==> src/rtl/fifo_ctrl_sc.sv <==
// fifo_ctrl_sc: single-clock FIFO pointer/flag controller for ram_memory; define FIFO_CTRL_OVERFLOW_CHK_EN for sticky ovf/udf and sim assertions
module fifo_ctrl_sc #(
  parameter int AWIDTH             = 3,
  parameter int ALMOST_FULL_VALUE  = 6,
  parameter int ALMOST_EMPTY_VALUE = 2
) (
  input  logic              clk_i,
  input  logic              srst_i,
  input  logic              wr_req_i,
  input  logic              rd_req_i,
  output logic [AWIDTH-1:0] wr_pntr_o,
  output logic [AWIDTH-1:0] rd_pntr_o,
  output logic              full_o,
  output logic              empty_o,
  output logic              almost_full_o,
  output logic              almost_empty_o,
  output logic [AWIDTH:0]   usedw_o,
  output logic              ovf_o,
  output logic              udf_o
);
  localparam logic [AWIDTH:0] DEPTH = (AWIDTH+1)'(2**AWIDTH);
  localparam logic [AWIDTH:0] ONE   = (AWIDTH+1)'(1);
  localparam logic [AWIDTH:0] AF    = (AWIDTH+1)'(ALMOST_FULL_VALUE);
  localparam logic [AWIDTH:0] AE    = (AWIDTH+1)'(ALMOST_EMPTY_VALUE);
  logic [AWIDTH:0] wr_q, wr_d, rd_q, rd_d, used_q, used_d;
  logic full_q, empty_q, af_q, ae_q, wr_acc, rd_acc;
  // accept requests against the registered flags and compute next pointers/occupancy
  always_comb begin
    wr_acc = wr_req_i & ~full_q;
    rd_acc = rd_req_i & ~empty_q;
    wr_d   = wr_acc ? wr_q + ONE : wr_q;
    rd_d   = rd_acc ? rd_q + ONE : rd_q;
    used_d = (wr_acc & ~rd_acc) ? used_q + ONE :
             (rd_acc & ~wr_acc) ? used_q - ONE : used_q;
  end
  // state and flags all registered from the next occupancy
  always_ff @(posedge clk_i) begin
    if (srst_i) begin
      wr_q    <= '0;
      rd_q    <= '0;
      used_q  <= '0;
      full_q  <= 1'b0;
      empty_q <= 1'b1;
      af_q    <= (AF == '0);
      ae_q    <= (AE != '0);
    end else begin
      wr_q    <= wr_d;
      rd_q    <= rd_d;
      used_q  <= used_d;
      full_q  <= (used_d == DEPTH);
      empty_q <= (used_d == '0);
      af_q    <= (used_d >= AF);
      ae_q    <= (used_d < AE);
    end
  end
  assign wr_pntr_o      = wr_q[AWIDTH-1:0];
  assign rd_pntr_o      = rd_q[AWIDTH-1:0];
  assign usedw_o        = used_q;
  assign full_o         = full_q;
  assign empty_o        = empty_q;
  assign almost_full_o  = af_q;
  assign almost_empty_o = ae_q;
`ifdef FIFO_CTRL_OVERFLOW_CHK_EN
  logic ovf_q, udf_q;
  // sticky error flags for requests made against a full/empty FIFO
  always_ff @(posedge clk_i) begin
    if (srst_i) begin
      ovf_q <= 1'b0;
      udf_q <= 1'b0;
    end else begin
      ovf_q <= ovf_q | (wr_req_i & full_q);
      udf_q <= udf_q | (rd_req_i & empty_q);
    end
  end
  // occupancy range and flag consistency checks
  always_ff @(posedge clk_i) begin
    if (!srst_i) begin
      assert (used_q <= DEPTH);
      assert (!(full_q && empty_q));
    end
  end
  assign ovf_o = ovf_q;
  assign udf_o = udf_q;
`else
  assign ovf_o = 1'b0;
  assign udf_o = 1'b0;
`endif
endmodule

==> config.mk <==
export PLATFORM = sky130hd
export DESIGN_NAME = fifo_ctrl_sc
export DESIGN_NICKNAME = d
export VERILOG_FILES = /design/src/rtl/fifo_ctrl_sc.sv
export SDC_FILE = /design/constraint.sdc
export NUM_CORES = 1
export LEC_CHECK = 0
export CELL_PAD_IN_SITES_DETAIL_PLACEMENT = 0
export CELL_PAD_IN_SITES_GLOBAL_PLACEMENT = 1
export CORE_ASPECT_RATIO = 0.9
export CORE_UTILIZATION = 34
export CTS_CLUSTER_SIZE = 24
export DETAILED_ROUTE_END_ITERATION = 12
export PLACE_DENSITY_LB_ADDON = 0.08
export SLEW_MARGIN = 20
export SYNTH_ARGS = -nofsm -noshare
export SYNTH_HDL_FRONTEND = slang
export SYNTH_SLANG_ARGS = --single-unit
==> constraint.sdc <==
create_clock -name clk_i -period 1.7 [get_ports clk_i]
set_input_delay 0.17 -clock clk_i [delete_from_list [all_inputs] [get_ports clk_i]]
set_output_delay 0.17 -clock clk_i [all_outputs]
set_load 0.01 [all_outputs]
==> results.txt <==
* Post-CTS Repair Setup Buffers: 0
* Startpoint of the lowest-slack hold path: rd_q[1]
* Reg-to-Reg Start: usedw_o[1]
- Placed wire-length estimate: 1070 um
- Across the VDD grid, the largest voltage drop is 0.668 mV.
* Commonest non-fill, non-tap cell in the layout: clkdlybuf4s50_1
- Yosys printed 0 warnings.
* Setup Viol. Count Final: 0
- Final worst path period share: 92.9%
- For the final routed database, the setup TNS stands at 0 ns.
* Place WS: -0.129 ns
- The root buffer cell chosen for the clock tree is clkbuf_4.
* Worst clock skew: 0.000599 ns
- Clock H-tree levels: 1
* Cell area reported after detailed placement: 956 sq um
- The number of endpoints with negative hold slack in the final report was 0.
- Register area share after synthesis: 39.3%
- Max-cap violation count: 0
- Entering global routing, the biggest net connects 9 pins.
- The area growth from synthesis to layout is 39.1%.
- Flip-flop and latch count after synthesis: 14
- In the final design database the tool counted 110 nets.
- Arrival time at the worst endpoint: 1.76 ns
- 0 antenna diodes ended up in the layout.
- Of the cells placed in the final design, the portion with a size suffix greater than 1 is 25.7%.
- Total number of vias: 576
- For this run, design rule violations remaining after detail routing come to 0.
- The die covers 2290 sq um.
- Number of placement rows: 15
- The die is 50.3 um wide.
* Number of pins exceeding their max-slew limit in the final report: 0
- TritonCTS clock tree: done
- Setup repair after global routing left no endpoint under its margin.
- From bottom edge to top edge, the die measures 45.5 um.
- The design draws 0.00135 W.
- Number of different library cells in the post-synthesis netlist: 27
* Worst endpoint required time: 1.88 ns
* Effective utilization at floorplan: 36.5%
- Final Wtd Congestion: 0.730
- Buffers inserted to repair hold after CTS numbered 0.
- Counting the fill cells in the layout gives 197.
* Class of the most critical hold timing path: reg2reg
- Sinks on the clock net: 14
- Max Fclk: 633 MHz
* Number of I/O pins: 20
- The via count of the first global-routing pass is 519.
- The final layout contains routed wiring with a total length of 1290 um.
- Maximum fanout encountered on the critical timing path: 6
- In the layout the commonest cells are 17 x clkdlybuf4s50_1, 14 x dfxtp_1, 10 x buf_4, 9 x nor2_1, 6 x nand2_1.
- Tracing the worst setup path back leads to its startpoint at usedw_o[1].
- Post-Layout Cell Count: 126
- Gate count after technology mapping: 74
- Each instance of the synthesized netlist takes up on average 9.64 sq um.
* Startpoint types: register
- Setup slack closes at 0.121 ns.
* Average wire per standard cell: 10.3 um
* Clock edge transition at the registers on the reported setup and hold paths: 0.09 ns
- The count of nets left with antenna violations once routing finished came out at 0.
* Final min period: 1.58 ns
- In this run the cell area of the synthesized design comes to 713 sq um.
* Clock Tree Buf Depth: 2
* Placeable core area: 1950 sq um
* Initial antenna violation count: 0
- Remaining global-route overflow: 0
- Summed over all cells, the static leakage comes to 0.418 nW.
- Category of the worst setup path capture point: register
* Worst-skew pair later-pin latency: 0.28 ns
- Result of the run: complete, no violations
* Mean number of vias per cell: 4.57
* Power per cell area: 1360 nW/um^2
- Number of search-and-repair iterations in the first detailed-routing pass: 1
- Number of instances in the placed design: 122
- The count of buffers added on input and output ports is 17.
- Worst setup path category: reg2reg
- Global-route wire length before repair: 2130 um
* Cts repair resizes: 0
* Cts bufs inserted: 3
* Final instance area: 992 sq um
- GRT Overall Usage: 13.3%
* Number of design-rule violations left by the first detailed-router iteration: 0
stage by stage:
stage	hold slack [ns]	util, %
floorplan	0.442	-
global placement	0.465	49.0
detailed placement	0.466	49.0
CTS	0.483	50.8
global route	0.501	50.8
finish	0.479	50.8
logic make-up after synthesis:
kind of cell | share of synthesized area [%]
xor+xnor | 8.60
compound gates | 10.7
flops | 39.3
mux | 4.21
simple gates | 22.3
fa+ha+maj | 7.02
buf+inv | 7.37
other cells | 0.526
path summary, 6_finish.rpt:
check                        end  slack [ns]  cells after the start
hold / removal           rd_q[1]        0.48                      2
setup reg to reg  almost_empty_o        0.12                      5
hold reg to reg          rd_q[1]        0.48                      2
setup / recovery  almost_empty_o        0.12                      5
sequential cells by signal, indices dropped and copies added (netlist names):
signal,cells
usedw_o,4
rd_q,3
wr_q,3
full_o,1
almost_full_o,1
empty_o,1
almost_empty_o,1
worst max-delay path: stages (launching register included):
cell	delay (ns)
dfxtp_1	0.43
inv_1	0.10
ha_1	0.30
o32a_1	0.42
nor2_1	0.17
nor3_2	0.06
synthesized netlist by cell type:
| cell type | instances | area share [%] |
|---|---|---|
| dfxtp_1 | 14 | 39 |
| o32a_1 | 1 | 1.4 |
| nor3_2 | 3 | 4.2 |
| mux2_4 | 2 | 4.2 |
| nor2b_1 | 2 | 1.8 |
| nand3_1 | 1 | 0.70 |
| o21ai_1 | 1 | 0.70 |
| a21o_1 | 1 | 1.1 |
| xor2_1 | 2 | 2.5 |
| inv_2 | 1 | 0.53 |
| ha_1 | 4 | 7.0 |
| and4_4 | 1 | 1.6 |
| clkbuf_1 | 1 | 0.53 |
| nor2_2 | 1 | 0.88 |
| nor2_4 | 1 | 1.6 |
| nor2_1 | 9 | 4.7 |
| nand2_1 | 6 | 3.2 |
| a22oi_2 | 1 | 1.8 |
| a41oi_2 | 1 | 2.3 |
| buf_6 | 1 | 1.6 |
| nand2b_1 | 2 | 1.8 |
| nor2b_4 | 1 | 1.9 |
| a21oi_1 | 5 | 3.5 |
| buf_4 | 3 | 3.2 |
| xnor2_1 | 5 | 6.1 |
| conb_1 | 1 | 0.53 |
| inv_1 | 3 | 1.6 |
cell type report:
type,instances,area (sq um),area share [%]
repair buffers,27,245,24.7
inverters,4,15.0,1.51
flip-flops and latches,14,280,28.2
well taps,25,31.3,3.15
clock buffers,4,36.3,3.66
multi-input cells,52,384,38.7
layer usage:
layer / up-vias / global-route usage, % / wire [um]
met3: 2 / 5.33 / 47
met5: - / 0 / 0
met2: 13 / 22.7 / 634
li1: 293 / - / -
met1: 268 / 14.4 / 596
met4: 0 / 6.86 / 16
power by group:
group | switching [W] | total, W | internal [W] | leakage, nW
logic | 0.000281 | 0.000632 | 0.000352 | 0.283
registers | 0.0000633 | 0.000468 | 0.000405 | 0.115
clock network | 0.000114 | 0.000245 | 0.000130 | 0.0210
total | 0.000458 | 0.00135 | 0.000887 | 0.418
No activity file was read; power rests on OpenSTA's default activity.
